## src/rtl/ray_face_scheduler.sv

```systemverilog
// ray_face_scheduler
// -----------------------------------------------------------------------------
// Walks a list of faces for one ray and keeps the nearest hit. Each face is
// read from an external face memory and presented to an external
// combinational intersection datapath. The result comes back one cycle later,
// and the scheduler then applies a divide-by-zero guard, computes the
// Manhattan distance from the camera and keeps the nearest hit.
//
// Ports
//   clk, rst_n                   clock, asynchronous active-low reset
//   start                        begin a scan (ignored while busy)
//   camera_location              ray origin, latched on an accepted start
//   directional_vector           ray direction, latched on an accepted start
//   face_count                   number of faces (clamped to MAX_FACES)
//   face_rd / face_addr          face-memory read request and index
//   face_valid                   face record valid for face_addr
//   face_normal, face_bottom_left, face_size   face record
//   isect_camera, isect_dir, isect_normal,
//   isect_bottom_left, isect_size              registered datapath operands
//   isect_location, isect_hit                  datapath result
//   busy, done                   scan in progress, one-cycle completion pulse
//   hit, hit_index, hit_location, hit_distance nearest-hit result
// -----------------------------------------------------------------------------
module ray_face_scheduler #(
  parameter int  W         = 12,
  parameter int  MAX_FACES = 64,
  localparam int AW        = $clog2(MAX_FACES)
) (
  input  logic                clk,
  input  logic                rst_n,
  input  logic                start,
  input  logic [2:0][W-1:0]   camera_location,
  input  logic [2:0][W-1:0]   directional_vector,
  input  logic [AW:0]         face_count,
  output logic                face_rd,
  output logic [AW-1:0]       face_addr,
  input  logic                face_valid,
  input  logic [2:0][W-1:0]   face_normal,
  input  logic [2:0][W-1:0]   face_bottom_left,
  input  logic [1:0][W-1:0]   face_size,
  output logic [2:0][W-1:0]   isect_camera,
  output logic [2:0][W-1:0]   isect_dir,
  output logic [2:0][W-1:0]   isect_normal,
  output logic [2:0][W-1:0]   isect_bottom_left,
  output logic [1:0][W-1:0]   isect_size,
  input  logic [2:0][W-1:0]   isect_location,
  input  logic                isect_hit,
  output logic                busy,
  output logic                done,
  output logic                hit,
  output logic [AW-1:0]       hit_index,
  output logic [2:0][W-1:0]   hit_location,
  output logic [W+1:0]        hit_distance
);

  typedef enum logic [2:0] {IDLE, FETCH, EVAL, CMP, DONE} state_t;

  state_t        state_q;
  logic [AW:0]   faceCount_q;
  logic [AW:0]   faceCount_d;
  logic [W-1:0]  dirOnAxis_d;
  logic          candHit_d;
  logic [W+1:0]  candDist_d;
  logic          isLast_d;

  function automatic logic [W-1:0] absDiff(input logic [W-1:0] a, input logic [W-1:0] b);
    return (a >= b) ? (a - b) : (b - a);
  endfunction

  // Requested face count, clamped to the depth of the face list.
  always_comb begin
    faceCount_d = face_count;
    if (face_count > (AW+1)'(MAX_FACES)) begin
      faceCount_d = (AW+1)'(MAX_FACES);
    end
  end

  // Direction component along the face's normal axis. A zero here means the
  // datapath divided by zero, so its hit flag cannot be trusted.
  always_comb begin
    dirOnAxis_d = isect_dir[2];
    if (isect_normal[0] != '0) begin
      dirOnAxis_d = isect_dir[0];
    end else if (isect_normal[1] != '0) begin
      dirOnAxis_d = isect_dir[1];
    end
  end

  // The sum of three W-bit magnitudes fits in W+2 bits, so it cannot overflow.
  always_comb begin
    candHit_d  = isect_hit && (dirOnAxis_d != '0);
    candDist_d = (W+2)'(absDiff(isect_location[0], isect_camera[0]))
               + (W+2)'(absDiff(isect_location[1], isect_camera[1]))
               + (W+2)'(absDiff(isect_location[2], isect_camera[2]));
    isLast_d   = ({1'b0, face_addr} == (faceCount_q - (AW+1)'(1)));
  end

  // Scan FSM. All outputs are registered here. face_addr doubles as the scan
  // index. Because faces are visited in ascending order and only a strictly
  // shorter distance replaces the best, ties keep the lower index.
  always_ff @(posedge clk or negedge rst_n) begin
    if (!rst_n) begin
      state_q           <= IDLE;
      faceCount_q       <= '0;
      face_rd           <= 1'b0;
      face_addr         <= '0;
      isect_camera      <= '0;
      isect_dir         <= '0;
      isect_normal      <= '0;
      isect_bottom_left <= '0;
      isect_size        <= '0;
      busy              <= 1'b0;
      done              <= 1'b0;
      hit               <= 1'b0;
      hit_index         <= '0;
      hit_location      <= '0;
      hit_distance      <= '0;
    end else begin
      done <= 1'b0;
      case (state_q)
        IDLE: begin
          if (start) begin
            isect_camera <= camera_location;
            isect_dir    <= directional_vector;
            faceCount_q  <= faceCount_d;
            hit          <= 1'b0;
            hit_index    <= '0;
            hit_location <= '0;
            hit_distance <= '0;
            face_addr    <= '0;
            busy         <= 1'b1;
            if (faceCount_d == '0) begin
              state_q <= DONE;
              done    <= 1'b1;
            end else begin
              state_q <= FETCH;
              face_rd <= 1'b1;
            end
          end
        end
        FETCH: begin
          if (face_valid) begin
            isect_normal      <= face_normal;
            isect_bottom_left <= face_bottom_left;
            isect_size        <= face_size;
            face_rd           <= 1'b0;
            state_q           <= EVAL;
          end
        end
        EVAL: begin
          state_q <= CMP;
        end
        CMP: begin
          if (candHit_d && (!hit || (candDist_d < hit_distance))) begin
            hit          <= 1'b1;
            hit_index    <= face_addr;
            hit_location <= isect_location;
            hit_distance <= candDist_d;
          end
          if (isLast_d) begin
            state_q <= DONE;
            done    <= 1'b1;
          end else begin
            face_addr <= face_addr + AW'(1);
            face_rd   <= 1'b1;
            state_q   <= FETCH;
          end
        end
        DONE: begin
          busy    <= 1'b0;
          state_q <= IDLE;
        end
        default: begin
          state_q <= IDLE;
        end
      endcase
    end
  end

endmodule

```

## config.mk

```make
export PLATFORM = sky130hd
export DESIGN_NAME = ray_face_scheduler
export DESIGN_NICKNAME = d
export VERILOG_FILES = /design/src/rtl/ray_face_scheduler.sv
export SDC_FILE = /design/constraint.sdc
export NUM_CORES = 1
export LEC_CHECK = 0
export CAP_MARGIN = 40
export CORE_ASPECT_RATIO = 0.7
export CORE_MARGIN = 2
export CORE_UTILIZATION = 35
export DETAILED_ROUTE_END_ITERATION = 16
export GPL_TIMING_DRIVEN = 0
export PLACE_DENSITY = 0.66
export RECOVER_POWER = 50
export SYNTH_ARGS = -nofsm -noshare
export SYNTH_HDL_FRONTEND = slang
export SYNTH_SLANG_ARGS = --single-unit
```

## constraint.sdc

```tcl
create_clock -name clk -period 6.75 [get_ports clk]
set_clock_uncertainty 0.15 [all_clocks]
set_input_delay 1.6875 -clock clk [delete_from_list [all_inputs] [get_ports clk]]
set_output_delay 1.6875 -clock clk [all_outputs]
set_load 0.01 [all_outputs]
```

* Word-level counts from Yosys, hierarchy flattened
Index checks and enable logic that the tools add are counted.
** Storage, ports and cells
- Flip-flop bits (word level) :: 244
- Output and inout bits :: 234
** Cells by class
- Add/subtract/negate cells :: 10
- $lt $le $gt $ge :: 5
- Eq/ne operators :: 10
- Multiplexer cells :: 36
- Reductions and logical operators :: 19
** Operators with widths (count)
- two-way mux 36 bit :: 2
- case mux 36 bit (2 select lines) :: 1
- subtractor 12 bit :: 6
- two-way mux 12 bit :: 5
- >= comparator 12 bit :: 3
- nonzero test 12 bit :: 3
- two-way mux 14 bit :: 2
- case mux 14 bit (2 select lines) :: 1
- case mux 6 bit (2 select lines) :: 2
- two-way mux 6 bit :: 3
- adder 13 x 12 -> 14 bit :: 1
- less-than comparator 14 bit :: 1
- adder 12 x 12 -> 13 bit :: 1
- two-way mux 3 bit :: 4
- case mux 3 bit (4 select lines) :: 1
- two-way mux 1 bit :: 10
- inequality test 2 bit, second input constant :: 5
- AND reduction 2 bit :: 4
- equality test 6 x 7 -> 1 bit :: 1
- greater-than comparator 7 bit, second input constant :: 1
- logical NOT 7 bit :: 1
- two-way mux 7 bit :: 1
- subtractor 7 x 1 -> 7 bit, second input constant :: 1
- adder 6 x 1 -> 6 bit, second input constant :: 1
- other kinds (13) :: 19

* Depth between registers and ports, before layout
Gate-level depths: netlist of the first run.
- Depth after elaboration :: 9
- Mapped depth :: 31
- Mapped depth without buffers :: 28

* Worst setup path before layout of the first run
Ideal clock, no wire load.
- Kind :: input to register
- Start :: in isect_location[24] in the netlist's numbering
- End :: reg hit_distance[10]
- Library setup time :: 0.125 ns
- Arrival :: 7.555 ns
- Required time :: 6.475 ns
- Setup slack :: -1.080 ns
- Cell stages on the path :: 28
- Path through :: inv_1 > ha_1 > inv_1 > fa_1 > a21o_1 > a21oi_1 > a31oi_1 > o41ai_2 > mux2_2 > a21oi_1 > xor2_1 > fa_1 > inv_1 > ha_1 > or2_2 > a21oi_1 > nor3_1 > a2111oi_0 > a21oi_1 > xnor2_1 > ha_1 > a21oi_1 > nor2b_1 > o21ai_0 > nand4_1 > a31oi_1 > buf_2 > mux2_2
** On the way
- Longest elaborated chain between the ends :: 8
** Ends and longest elaborated chain
- start, declared :: RTL line 46 : input logic [2:0][W-1:0] isect_location,
- subtractor 12 bit or >= comparator 12 bit (tied branches) :: RTL line 67 : return (a >= b) ? (a - b) : (b - a);
- two-way mux 12 bit * :: RTL line 67
- adder 13 x 12 -> 14 bit * :: RTL line 94 : + (W+2)'(absDiff(isect_location[2], isect_camera[2]));
- less-than comparator 14 bit :: RTL line 154 : if (candHit_d && (!hit || (candDist_d < hit_distance))) begin
- logical OR 1 bit :: RTL line 154
- logical AND 1 bit :: RTL line 154
- inequality test 2 bit (no line)
- AND reduction 3 bit (no line)
- end signal, assigned :: RTL line 158 : hit_distance <= candDist_d;
- end, declared :: RTL line 53 : output logic [W+1:0] hit_distance
Every way passes the cells marked *; elsewhere a longest branch is shown, timed or not. The select of a mux whose other input is x is not followed.
A chain may end at the register's enable or synchronous reset.

* Worst setup path in the final report of the first run
- Start :: in isect_location[8] in the netlist's numbering
- End :: reg hit_location[26] in the netlist's numbering
** On the way
- Longest elaborated chain between the ends :: 9
** Ends and longest elaborated chain
- subtractor 12 bit or >= comparator 12 bit (tied branches) :: RTL line 67
- two-way mux 12 bit * :: RTL line 67
- adder 12 x 12 -> 13 bit * :: RTL line 93 : + (W+2)'(absDiff(isect_location[1], isect_camera[1]))
- adder 13 x 12 -> 14 bit * :: RTL line 94
- less-than comparator 14 bit * :: RTL line 154
- logical OR 1 bit * :: RTL line 154
- logical AND 1 bit * :: RTL line 154
- inequality test 2 bit (no line) *
- AND reduction 3 bit (no line) *
- end signal, assigned :: RTL line 157 : hit_location <= isect_location;
- end, declared :: RTL line 52 : output logic [2:0][W-1:0] hit_location,
Every way passes the cells marked *; elsewhere a longest branch is shown, timed or not.

==> impl_results.md, run 1 <==
* Mapped Cells at between 1,000 and 1,500
* All-Layer GR Usage at 23.19%
* RePlAce Congestion at 0.8994
* Synth cell count leaders: dfrtp_1, nand2_1, inv_1, mux2_2, ha_1
* EDFF count, synth at 0
* Share of Yosys cell area claimed by the top area cell type at 43.35%
* Met2 Resource Use GR at 36.10%
* Post-route ant nets at 0
* Synth Warn # at 0
* Simple-gate portion of the synthesized area at 12.35%
* Sink Count at 244
* Failing checks: capacitance limit, slew limit, setup timing
* Mux share of post-synthesis cell area at 13.63%
* Via/cell ratio at 5.024
* Final setup viols at 57
* Num rows at 61
* Most common cell in the netlist: dfrtp_1
* Pre-CTS WS at -2353 ps
* Worst min path class: reg -> reg
* DRT Pass-1 Iters at 5
* Crit. Startpoint: isect_location[8]
* Worst Tran Pin Value at 2738 ps
* Layout cells sized above 1 at about 18%
* Io pins at 450
* Final Cell Area at about 0.022 mm^2
* Fin crit share at 110.4%
* Drt first-iter violations at 697
* Die width at around 240 um
* Area Growth Syn to Fin at 55.19%
* Data required, critical path at around 7000 ps
* Crit-path max FO at 9
* Pin count of the biggest net entering global routing at 109
* Placed Area at roughly 0.02 mm^2
* Die outline area at ~0.042 mm^2
* Crit end category: flop
* Post-Syn Area at between 0.01 and 0.015 mm^2
* RSZ-0062 raised after global routing: true
* Worst-Skew Late Latency at roughly 570 ps
* Drc violations at 0
* #FFs+latches synth at 244
* Netlist cell types at between 60 and 70
* CTS buffer count at 28
* Post-synth top area cell: dfrtp_1
* Minimum clock period at between 7000 and 8000 ps
* CTS tree: yes
* Initial core utilization at a little over a third
* Max Cap Violations at 3
* Clk root buf: clkbuf_16
* Cell Count, Final, Fillers Out at 2,503
* Clock Path Buffers at 3
* WHS Path Cells at 1
* GR peak layer: met2
* Fin Setup TNS at -36,800 ps
* WP data arrival at 7770 ps
* Setup slack after layout at -702.0 ps
* Die height at 171.8 um
* Largest family of logic cells by synthesized area: multiplexers
* DP Wirelength at 39.06 mm
* Critical path launch point type: input pin
* Crit path max-delay cell type: fa_1
* Fin nets at 2,274
* Core area at around 0.040 mm^2
* Launch point of the worst hold path: isect_bottom_left[22]
* Post-CTS Hold Buffers at 0
* Status: finished with violations
* Syn Area/Cell at 9.927 um^2
* CP max stage delay at 540 ps
* Worst r2r src: isect_camera[0]
* Reg clk slew, reported paths at 60 ps
* First-pass GRT wire length at 74.60 mm
* Slew Limit Fails at approximately 250
* Post-synthesis adder-cell area fraction at 11.14%
* R2R depth at 27
* Prevailing post-synth register cell: dfrtp_1
* GR Overflow Total at 0
* Dominant cells by area after synthesis: dfrtp_1, mux2_2, ha_1
* Placed cells at 2,407
* CP Class: in -> reg
* Seq/Total Area, Yosys at 43.35%
* Port bufs at 449
* Vias in the first global route at 12,490
* Via Count at ~13,000
* Initial antenna violation count at 3
* Final WL at 50.85 mm
* Post-synthesis compound-gate area fraction at between 10% and 20%
* Max_slew headroom at -82.55%
* Syn Nets at 1,749
* M1 GR Usage at 33.21%
* Async S/R FF share, synth at 100.0%
* Global Route met3 Usage at under 10%
* Fmax at 134.2 MHz
* Synth Area in XOR/XNOR at 2.798%
* Final Hold Viols at 0
* H-tree Lvls at 1
* Wire per inst at 20.31 um
==> metrics by stage <==
stage               hold WS [ps]  utilization (%)
floorplan                  342.1                -
global placement           336.9            48.81
detailed placement         342.7            49.02
CTS                        359.2            53.19
global route               360.9            55.07
finish                     348.6            55.08
==> what timing repair did <==
item | CTS | global route
setup endpoints to repair | 57 | 57
setup buffers | 31 | 20
pin swaps | 35 | 60
cloned | 2 | 2
resized for setup | 113 | 119
==> sequential cells by signal, indices dropped and copies added (netlist names), 3 cells and up <==
register	cells
state_q	3
isect_camera	36
isect_size	24
isect_normal	36
isect_bottom_left	36
hit_index	6
face_addr	6
hit_distance	14
isect_dir	36
hit_location	36
faceCount_q	7
==> path summary, 6_finish.rpt <==
kind | to | slack [ps]
max | hit_location[26] | -700
min | isect_bottom_left[22] | 350
max reg2reg | hit_location[26] | 120
min reg2reg | isect_bottom_left[22] | 350
max in group asynchronous | isect_dir[26] | 1120
min in group asynchronous | state_q[1] | 1670
==> layer usage <==
metal / up-vias / part of all wire, % / wire (um)
met5: - / 0 / 0
met4: 0 / 2.0 / 1019
met2: 323 / 45 / 23030
met1: 6318 / 47 / 23870
li1: 5882 / - / -
met3: 51 / 5.8 / 2924
==> cell type report <==
type	instances	area [um^2]
Antenna cell	3	7.507
Buffer	45	260.3
Inverter	143	556.8
Clock inverter	9	126.4
Multi-Input combinational cell	976	8227
Fill cell	3508	17830
Tap cell	535	669.4
Clock buffer	42	854.6
Sequential cell	244	6106
Timing Repair Buffer	506	5052
==> layout by cell type, fill, tap and decap left out, types with 17 or more instances in the layout <==
cell type and instances:
mux2_2 97, buf_4 42, a21o_1 23, nand2_1 222
o21ai_0 70, xnor2_1 23, nand3_1 17, dlygate4sd3_1 85
dfrtp_1 244, clkbuf_16 31, mux2i_1 53, a21oi_1 46
clkdlybuf4s50_1 345, nor2_1 62, ha_1 59, inv_1 132
clkbuf_1 43, ha_4 30
==> worst max-delay path, delay by kind of cell <==
kind	cells	cell delay (ps)
AO/OA/AOI/OAI	12	2780
XOR/XNOR	2	370
adder cells (fa/ha/maj)	4	1510
buffers and inverters	5	1020
multiplexers	1	220
AND/OR/NAND/NOR	1	160
==> cells by family (layout without fill, tap and decap cells) <==
| group | Yosys count | count (layout) |
|---|---|---|
| and+or+nand+nor | 395 | 395 |
| AOI/OAI and AO/OA | 244 | 244 |
| DFF | 244 | 244 |
| buffers and inverters | 199 | 745 |
| muxes | 178 | 178 |
| adders and majority gates | 114 | 114 |
| xor gates and xnor gates | 45 | 45 |
| other | 0 | 3 |
Power of run 1 is not shown: default switching activity piles up to over one toggle a cycle in this logic, so the estimate is an artifact.
==> inputs of run 2 (changes only) <==
- CORE_UTILIZATION: 35 -> 42
- PLACE_DENSITY: 0.66 -> 0.77
==> impl_results.md, run 2 (synthesized netlist as in run 1, its figures left out) <==
* Pre-CTS WS at -2585 ps
* Drt first-iter violations at 1,232
* Io pins at 450
* Fmax at 130.0 MHz
* Most common cell after layout, fill and taps aside: clkdlybuf4s50_1
* Die outline area at approximately 0.035 mm^2
* Max_slew headroom at -86.37%
* Crit-path max FO at 7
* First-pass GRT wire length at slightly above 80 mm
* Cell mode on critical path: buf_4
* GR Overflow Total at 0
* Crit. Startpoint: isect_location[29]
* Minimum clock period at 7692 ps
* CTS tree: yes
* Core area at 0.03328 mm^2
* All-Layer GR Usage at 30.36%
* Worst min path class: reg -> reg
* Critical path endpoint: hit_distance[11]
* Die width at ~220 um
* Port bufs at 449
* Via Count at 13,380
* Final Hold Viols at 0
* Initial antenna violation count at 1
* Initial core utilization at a little over two fifths
* Pin count of the biggest net entering global routing at between 100 and 150
* Area Growth Syn to Fin at 56.94%
* Reg clk slew, reported paths at about 70 ps
* Worst-Skew Late Latency at ~550 ps
* Vias in the first global route at 13,300
* Fin crit share at 114.0%
* CP Class: in -> reg
* DRT Pass-1 Iters at 6
* Sink Count at 244
* Via/cell ratio at 5.446
* RePlAce Congestion at 0.9437
* Clock Path Buffers at 3
* Data required, critical path at 7030 ps
* Crit path max-delay cell type: fa_1
* CP max stage delay at 550 ps
* WP data arrival at roughly 8000 ps
* Drc violations at 0
* Status: finished with violations
* Worst r2r src: isect_camera[13]
* Die height at 157.2 um
* Clk root buf: clkbuf_16
* Max Cap Violations at 3
* Worst Tran Pin Value at approximately 2800 ps
* Slew Limit Fails at 249
* Wire per inst at approximately 23 um
* DP Wirelength at 39.90 mm
* Setup slack after layout at -942.4 ps
* Post-route ant nets at 0
* Crit end category: flop
* Most frequent cells in the layout: clkdlybuf4s50_1, dfrtp_1, nand2_1
* Num rows at 56
* Post-CTS Hold Buffers at 0
* Critical path launch point type: input pin
* Fillers at 2,494
* CTS buffer count at 26
* Launch point of the worst hold path: isect_bottom_left[32]
* Layout cells sized above 1 at between 20% and 30%
* Worst R2R Setup Slack at -140 ps
* Final WL at ~56 mm
* Fin nets at 2,330
* R2R depth at 33
* Failing checks: capacitance limit, slew limit, setup timing
* Final setup viols at 57
* Reg2reg end: hit_distance[11]
* H-tree Lvls at 1
* RSZ-0062 raised after global routing: true
-- run 2: critical path, delay by kind of cell --
family	cells	cell delay [ps]
adder cells (fa/ha/maj)	4	1450
multiplexers	2	570
AND/OR/NAND/NOR	4	420
AO/OA/AOI/OAI	9	1660
XOR/XNOR	2	460
buffers and inverters	11	1730
-- run 2: worst min path at each step --
stage | endpoint | slack, ps | depth (start not counted)
floorplan | faceCount_q[6] | 340 | 2
global placement | face_rd | 330 | 2
detailed placement | isect_dir[5] | 340 | 2
CTS | isect_normal[25] | 360 | 1
global route | isect_bottom_left[12] | 370 | 1
finish | isect_bottom_left[32] | 350 | 1
-- run 2: repair_timing --
action,4_1_cts,5_1_grt
gates cloned,3,1
endpoints found under the setup margin,57,57
resized for setup,116,120
pin swaps,38,55
buffers inserted,94,15
-- run 2: metrics by stage --
step	setup TNS, ps	utilization (%)	cell area [um^2]	std cells	hold slack (ps)
2_1_floorplan	-34230	-	14210	1419	342.1
3_3_place_gp	-1808370	57.83	19250	2303	330.9
3_5_place_dp	-140580	58.08	19330	2307	343.7
4_1_cts	-50450	64.52	21470	2445	357.8
5_1_grt	-56120	66.41	22100	2456	370.6
6_report	-48540	66.42	22110	2457	352.3
-- run 2: cell type report --
type	count	area [um^2]	area share, %
clock inverters	8	98.84	0.4471
flip-flops and latches	244	6106	27.62
plain buffers	47	312.8	1.415
multi-input cells	976	8215	37.16
repair buffers	562	5453	24.67
diodes	2	5.005	0.02264
clock buffers	40	814.5	3.685
inverters	143	556.8	2.519
well taps	435	544.3	2.462
-- run 2: layer usage --
| metal | up-vias | track usage (%) | routed length, um |
|---|---|---|---|
| met1 | 6629 | 42.19 | 24460 |
| met5 | - | 0 | 0 |
| met4 | 0 | 10.80 | 2253 |
| met3 | 134 | 5.843 | 3825 |
| met2 | 624 | 47.53 | 25320 |
| li1 | 5995 | - | - |
Power of run 2 is left out for the same reason.
